<file path="src/rtl/calc_alu_pkg.sv">
// Shared command encodings and widths for the calculator ALU.
// The optional divider is enabled by defining CALC_ALU_DIV_EN.
package calc_alu_pkg;

   localparam int OPW  = 4;
   localparam int RESW = 8;

   localparam logic [2:0] OP_NOOP     = 3'b000;
   localparam logic [2:0] OP_DISP_A   = 3'b010;
   localparam logic [2:0] OP_DISP_B   = 3'b100;
   localparam logic [2:0] OP_COMPUTE  = 3'b101;
   localparam logic [2:0] OP_DISP_RES = 3'b110;

   localparam logic [1:0] CMP_ADD = 2'b00;
   localparam logic [1:0] CMP_SUB = 2'b01;
   localparam logic [1:0] CMP_MUL = 2'b10;
   localparam logic [1:0] CMP_DIV = 2'b11;

   // Zero-extends an operand to the result width.
   function automatic logic [RESW-1:0] widen(input logic [OPW-1:0] v);
      return {{(RESW-OPW){1'b0}}, v};
   endfunction

endpackage

</file>
<file path="src/rtl/calc_alu_div.sv">
// Combinational 4-bit restoring divider; divisor 0 yields zero outputs and dz=1.
module calc_alu_div
   import calc_alu_pkg::*;
(
   input  logic [OPW-1:0] dividend,
   input  logic [OPW-1:0] divisor,
   output logic [OPW-1:0] quotient,
   output logic [OPW-1:0] remainder,
   output logic           dz
);

   // rem_stage[gi] is the partial remainder entering stage gi (MSB first).
   logic [OPW-1:0] rem_stage [OPW+1];
   logic [OPW-1:0] quot_bits;

   assign rem_stage[0] = '0;

   genvar gi;
   generate
      for (gi = 0; gi < OPW; gi++) begin : g_stage
         logic [OPW:0]   shifted;
         logic [OPW+1:0] diff;
         assign shifted = {rem_stage[gi], dividend[OPW-1-gi]};
         assign diff    = {1'b0, shifted} - {2'b00, divisor};
         // No borrow means the divisor fits: keep the difference, quotient bit 1.
         assign quot_bits[OPW-1-gi] = ~diff[OPW+1];
         assign rem_stage[gi+1]     = diff[OPW+1] ? shifted[OPW-1:0] : diff[OPW-1:0];
      end
   endgenerate

   always_comb begin
      dz        = (divisor == '0);
      quotient  = dz ? '0 : quot_bits;
      remainder = dz ? '0 : rem_stage[OPW];
   end

endmodule

</file>
<file path="src/rtl/calc_alu.sv">
// Registered 4-bit add/sub/mul/div and display-routing unit for the calculator.
// Define CALC_ALU_DIV_EN to build the divider; otherwise DIV returns 0.
module calc_alu
   import calc_alu_pkg::*;
(
   input  logic            clk,
   input  logic            reset,
   input  logic [OPW-1:0]  A,
   input  logic [OPW-1:0]  B,
   input  logic [2:0]      op_code,
   input  logic [1:0]      compute_op,
   output logic [RESW-1:0] result,
   output logic            done,
   output logic            negative,
   output logic            div_by_zero
);

   logic [RESW-1:0] result_reg, result_next;
   logic            done_reg, done_next;
   logic            neg_reg, neg_next;
   logic            dz_reg, dz_next;
   logic [RESW-1:0] last_result_reg, last_result_next;
   logic            last_neg_reg, last_neg_next;
   logic            last_dz_reg, last_dz_next;

`ifdef CALC_ALU_DIV_EN
   logic [OPW-1:0] div_quot;
   logic [OPW-1:0] div_rem;
   logic           div_dz;

   calc_alu_div u_div (
      .dividend  (A),
      .divisor   (B),
      .quotient  (div_quot),
      .remainder (div_rem),
      .dz        (div_dz)
   );
`endif

   // Value and flags a COMPUTE would produce this cycle.
   logic [RESW-1:0] cmp_res;
   logic            cmp_neg;
   logic            cmp_dz;

   always_comb begin
      cmp_res = '0;
      cmp_neg = 1'b0;
      cmp_dz  = 1'b0;
      case (compute_op)
         CMP_ADD: cmp_res = widen(A) + widen(B);
         CMP_SUB: begin
            cmp_neg = (A < B);
            cmp_res = cmp_neg ? widen(B - A) : widen(A - B);
         end
         CMP_MUL: cmp_res = widen(A) * widen(B);
         default: begin
`ifdef CALC_ALU_DIV_EN
            cmp_res = {div_rem, div_quot};
            cmp_dz  = div_dz;
`else
            cmp_res = '0;
`endif
         end
      endcase
   end

   always_comb begin
      result_next      = result_reg;
      done_next        = 1'b0;
      neg_next         = 1'b0;
      dz_next          = 1'b0;
      last_result_next = last_result_reg;
      last_neg_next    = last_neg_reg;
      last_dz_next     = last_dz_reg;
      case (op_code)
         OP_COMPUTE: begin
            result_next      = cmp_res;
            done_next        = 1'b1;
            neg_next         = cmp_neg;
            dz_next          = cmp_dz;
            last_result_next = cmp_res;
            last_neg_next    = cmp_neg;
            last_dz_next     = cmp_dz;
         end
         OP_DISP_A:   result_next = widen(A);
         OP_DISP_B:   result_next = widen(B);
         OP_DISP_RES: begin
            result_next = last_result_reg;
            neg_next    = last_neg_reg;
            dz_next     = last_dz_reg;
         end
         default: ;
      endcase
   end

   always_ff @(posedge clk or negedge reset) begin
      if (!reset) begin
         result_reg      <= '0;
         done_reg        <= 1'b0;
         neg_reg         <= 1'b0;
         dz_reg          <= 1'b0;
         last_result_reg <= '0;
         last_neg_reg    <= 1'b0;
         last_dz_reg     <= 1'b0;
      end else begin
         result_reg      <= result_next;
         done_reg        <= done_next;
         neg_reg         <= neg_next;
         dz_reg          <= dz_next;
         last_result_reg <= last_result_next;
         last_neg_reg    <= last_neg_next;
         last_dz_reg     <= last_dz_next;
      end
   end

   assign result      = result_reg;
   assign done        = done_reg;
   assign negative    = neg_reg;
   assign div_by_zero = dz_reg;

endmodule

</file>
<file path="config.mk">
export PLATFORM = sky130hd
export DESIGN_NAME = calc_alu
export DESIGN_NICKNAME = d
export VERILOG_FILES = /design/src/rtl/calc_alu_pkg.sv /design/src/rtl/calc_alu_div.sv /design/src/rtl/calc_alu.sv
export SDC_FILE = /design/constraint.sdc
export NUM_CORES = 1
export LEC_CHECK = 0
export CORE_UTILIZATION = 45
export CTS_BUF_LIST = sky130_fd_sc_hd__clkbuf_16
export CTS_CLUSTER_SIZE = 30
export DETAILED_ROUTE_END_ITERATION = 16
export PLACE_DENSITY = 0.7
export SETUP_SLACK_MARGIN = 0.15
export SLEW_MARGIN = 20
export SYNTH_ARGS = -nofsm -noshare
export SYNTH_HDL_FRONTEND = slang
export SYNTH_SLANG_ARGS = --single-unit
export TNS_END_PERCENT = 5
</file>
<file path="constraint.sdc">
create_clock -name clk -period 1.3 [get_ports clk]
set_clock_uncertainty 0.1 [all_clocks]
set_input_delay 0.13 -clock clk [delete_from_list [all_inputs] [get_ports clk]]
set_output_delay 0.13 -clock clk [all_outputs]
set_load 0.02 [all_outputs]
</file>
* Word level (Yosys, flattened, before mapping)
Cells that the tools add are included.
** Storage, ports and cells
- Bits in registers :: 19
- Input bits :: 15
- Output and inout port bits :: 11
** Operators by class
- Add/sub/neg operators :: 3
- Multipliers :: 1
- $lt $le $gt $ge :: 1
- Equal/unequal tests :: 6
- Muxes and demuxes :: 6
- Reductions and logical operators :: 2
** Operators with widths (number)
- $pmux W8 S4 :: 1
- $pmux W8 S3 :: 1
- $eq A3 B3 Y1 const B :: 3
- $mul A4 B4 Y8 :: 1
- $sub A4 B4 Y4 :: 2
- $add A4 B4 Y5 :: 1
- $lt A4 B4 Y1 :: 1
- $mux W4 :: 1
- $reduce_bool A4 Y1 :: 1
- $eq A3 B2 Y1 const B :: 1
- $eq A2 B1 Y1 const B :: 1
- $eq A2 B2 Y1 const B :: 1
- $logic_not A2 Y1 :: 1
- $mux W1 :: 2
- $pmux W1 S2 :: 1

* Depth between registers and ports, before layout
- Word-level depth :: 4
- Gate-level depth with buffers :: 12
- Depth with buffers taken out :: 12

* Worst setup path after synthesis
No wires, ideal clock.
- Path kind :: input-to-reg
- Start point :: in A[0]
- End point :: reg result_reg[6] (netlist: result[6])
- Setup time :: 0.126 ns
- Arrival time :: 2.492 ns
- Setup slack :: -1.419 ns
- Cell stages on the path :: 11
- Path through :: nand2_1 -> fa_1 -> inv_1 -> fa_1 -> inv_1 -> fa_1 -> nor2b_1 -> o21ai_0 -> a21boi_0 -> nor4_1 -> a311o_1
** Between the ends
- Word-level cells in the longest chain between the ends :: 3
** Ends and longest elaborated chain
- from (decl) :: RTL line calc_alu.sv:8 : input logic [OPW-1:0] A,
- $mul A4 B4 Y8 :: RTL line calc_alu.sv:55 : CMP_MUL: cmp_res = widen(A) * widen(B);
- $pmux W8 S3 :: RTL line calc_alu.sv:49 : case (compute_op)
- $pmux W8 S4 :: RTL line calc_alu.sv:75 : case (op_code)
- to (signal assigned) :: RTL line calc_alu.sv:106 : result_reg <= result_next;
- to (decl) :: RTL line calc_alu.sv:18 : logic [RESW-1:0] result_reg, result_next;
No other way between the ends.
A chain may end at the register's enable or synchronous reset.

* Final worst setup path
Same ends and word-level chain as after synthesis.

==> qor.yml <==
power_and_ir_drop:
  power.share.switching_pct: 33.3
  power.internal_mw: 1.60
  static-leakage-power_nw: 1.40
  total_switching_power_mw: 0.802
  power_density_nw_per_um2: 845
  power.sequential.fraction_pct: 29.7
  clkPwrFrac_pct: 26.8
  share_comb_of_total_power_pct: 43.5
  max_ir_drop_vdd_v: 0.000460
cts:
  clock_insertion_delay_at_the_later_pin_of_the_skew_report_ns: 0.25
  clockBufferDepth: 2
  clock_transition_at_the_register_clock_pins_on_the_worst_setup_and_hold_paths_after_cts_ns: 0.06
  tritoncts: "built"
  ctsHtreeMaxLevel: 1
  cts_buffers: 3
  clk_root_buffer_cell: "sky130_fd_sc_hd__clkbuf_16"
  tritoncts_num_sinks: 19
detailed_routing:
  ant_nets: 0
  routed_via_density: 5.40
  wl_per_cell_um: 16.5
  num_vias: 1848
  drt-initial-drc-count: 113
  wirelength_um: 5650
  drt_drc: 0
  detailedRoute.firstPassIterationCount: 4
die:
  effective_utilization_at_floorplan_pct: 46.8
  rows: 23
  area_inside_the_core_boundary_um2: 4000
  fp.dieH_um: 66.5
  num_io_pins: 26
  floorplan.die.width_um: 66.5
  die_area_um2: 4420
layout:
  area_growth_pct: 52.1
  finish.cell_count_without_fillers: 342
  top_library_cells_by_usage_in_the_layout_fill_and_taps_aside: "52 x sky130_fd_sc_hd__buf_4, 20 x sky130_fd_sc_hd__nand2_1, 19 x sky130_fd_sc_hd__dfrtp_1, 15 x sky130_fd_sc_hd__inv_1, 13 x sky130_fd_sc_hd__ha_1"
  nets: 338
  utilization_pct: 71.2
  layout_commonest_cell: "sky130_fd_sc_hd__buf_4"
  antennaDiodeCount: 0
  proportion_of_layout_cells_with_a_drive_suffix_above_1_pct: 41.1
  filler_cell_count: 292
logic_synthesis:
  ys_types: 48
  synthArstFlopShare_pct: 100
  cell_area_after_technology_mapping_um2: 1870
  syn-num-nets: 259
  synth_cells: 214
  synth_edf_count: 0
  ys.warnings.count: 0
  yosys_register_bits: 19
  synth_ff_type: "sky130_fd_sc_hd__dfrtp_1"
  seq_area_frac_synth_pct: 25.4
  synth_area_per_cell_um2: 8.75
sta:
  maxSlewViolCount: 0
  finalWorstSetupSlack_ns: -1.22
  rsz0062_at_grt: "true"
  time_the_worst_path_needs_with_i_o_delays_and_setup_ns: 2.52
  layout_worst_path_cycle_share_pct: 194
  report.final.hold_viol_count: 0
  report.final.setup_viol: 16
  clock.fmax_ghz: 0.397
outcome:
  violations: "setup timing"
  run_status: "complete, but fails checks"
placement:
  instance_count_after_placement_with_tap_cells_included: 333
  port-buffer-count: 24
  detailedPlace.worstSlack_ns: -1.99
  gpl.final_weighted_congestion: 0.888
  hpwlAfterDp_um: 4100
run:
  max-cap-violations: 0
critical_path:
  cp_cell_instances: "buf_8 > nand2_4 > fa_1 > inv_2 > fa_1 > inv_2 > fa_2 > nor2b_1 > o21ai_1 > nor3b_2 > nor4_2 > a311o_1"
  crit_required_ns: 1.39
  critical_path.startpoint_type: "input pin"
  critical_path.reg2reg.startpoint: "last_result_reg[2]"
  critPathCaptureType: "flop"
  slowest_stage: "sky130_fd_sc_hd__fa_1"
  r2r_slack_ns: -0.04
  path_class: "in -> reg"
  number_of_cells_on_the_critical_path: 12
  buf_inv_stages_crit_path: 3
  r2r_cells: 5
  start_point_of_the_critical_path: "A[0]"
  timing.critical_path.max_delay_family: "adder cells"
  r2r-end: "result[2]"
  cp.arrival_ns: 2.61
  critical_path.max_fanout: 2
  critPathCapture: "result[6]"
  cp_slowest_stage_delay_ns: 0.57
global_routing:
  antenna_found_initial: 0
  grt.total_usage_pct: 28.4
  global_route.overflow_total: 0
  via_count_of_the_first_global_routing_pass: 1962
  grt_pass1_wl_um: 9240
  grt_max_degree: 20
hold_path:
  hold_path.class: "in -> async"
power groups by stage:
stage                     logic, mW  clock network, mW  registers, mW
final                          1.05              0.643          0.715
after global routing           1.14              0.673          0.724
after CTS                     0.982              0.645          0.715
after detailed placement      0.887                  0          0.723
after global placement        0.874                  0          0.720
after floorplan               0.458                  0          0.755
how the worst min path moves through the flow:
stage          depth (start not counted)  slack [ns]                 end
2_1_floorplan                          0       -0.27                done
3_3_place_gp                           2        0.36  last_result_reg[2]
3_5_place_dp                           2        0.37  last_result_reg[2]
4_1_cts                                2        0.12  last_result_reg[6]
5_1_grt                                2        0.15  last_result_reg[6]
6_report                               2        0.11  last_result_reg[4]
per-layer routing:
metal  global-route usage (%)  vias up  part of all wire (%)
met4                     9.84        0                   2.4
met1                     33.5      878                    42
met2                     52.2       45                    52
met3                     3.60       14                   3.9
li1                         -      911                     -
met5                        0        -                     0
layout make-up:
cell class | count | area (um^2) | area share, %
multi-input cells | 167 | 1470 | 51.8
clock buffers | 3 | 75.1 | 2.64
inverters | 18 | 70.1 | 2.46
clock inverters | 1 | 5.00 | 0.176
flip-flops and latches | 19 | 475 | 16.7
repair buffers | 84 | 684 | 24.0
well taps | 50 | 62.6 | 2.20
kinds of logic after synthesis:
kind of cell / after synthesis / share of synthesized area (%)
compound gates: 60 / 21.4
simple gates: 65 / 17.7
flops: 19 / 25.4
other cells: 1 / 0.200
buf+inv: 28 / 6.55
mux: 8 / 4.48
xor+xnor: 3 / 1.40
fa+ha+maj: 30 / 22.9
Yosys cell counts, types with 2 or more instances:
master	n	share of area [%]
sky130_fd_sc_hd__buf_4	2	0.80
sky130_fd_sc_hd__fa_1	7	7.5
sky130_fd_sc_hd__o21ai_0	11	2.9
sky130_fd_sc_hd__and2_1	3	1.0
sky130_fd_sc_hd__o31a_1	2	0.94
sky130_fd_sc_hd__a21oi_1	15	4.0
sky130_fd_sc_hd__nand3_1	4	1.1
sky130_fd_sc_hd__nand2b_1	3	1.0
sky130_fd_sc_hd__nor4_1	2	0.67
sky130_fd_sc_hd__a32oi_1	3	1.4
sky130_fd_sc_hd__nor2_1	14	2.8
sky130_fd_sc_hd__and2b_1	2	0.80
sky130_fd_sc_hd__xnor2_1	2	0.94
sky130_fd_sc_hd__o32ai_1	2	0.94
sky130_fd_sc_hd__nor2b_1	6	2.0
sky130_fd_sc_hd__inv_1	18	3.6
sky130_fd_sc_hd__clkbuf_1	5	1.0
sky130_fd_sc_hd__a22oi_1	5	2.0
sky130_fd_sc_hd__nand3b_1	3	1.2
sky130_fd_sc_hd__nand2_1	23	4.6
sky130_fd_sc_hd__ha_1	23	15
sky130_fd_sc_hd__dfrtp_1	19	25
sky130_fd_sc_hd__a211oi_1	4	1.6
sky130_fd_sc_hd__a21o_1	4	1.6
sky130_fd_sc_hd__mux2i_1	5	2.7
sky130_fd_sc_hd__a21boi_0	2	0.80
sky130_fd_sc_hd__o31ai_1	3	1.2
sky130_fd_sc_hd__mux2_2	2	1.2
stage by stage:
step / power [mW] / TNS [ns] / hold slack (ns) / area, um^2
5_1_grt: 2.54 / -15.52 / 0.152 / 2850
4_1_cts: 2.34 / -14.33 / 0.118 / 2810
3_3_place_gp: 1.59 / -26.37 / 0.359 / 2530
2_1_floorplan: 1.21 / -13.48 / -0.266 / 1870
3_5_place_dp: 1.61 / -27.38 / 0.368 / 2530
6_report: 2.40 / -14.32 / 0.110 / 2850
worst register-to-register path, delay by kind of cell, from the launching register on:
kind           cells  cell delay (ns)
AO/OA/AOI/OAI      4             0.48
flip-flops         1             0.37
multiplexers       1             0.27
timing repair:
action,CTS,global route
pin swaps,20,17
cloned,0,0
buffers inserted,5,0
gates resized for setup,102,32
endpoints found under the setup margin,29,27
hold buffers,0,0
No activity file was read; power rests on OpenSTA's default activity.
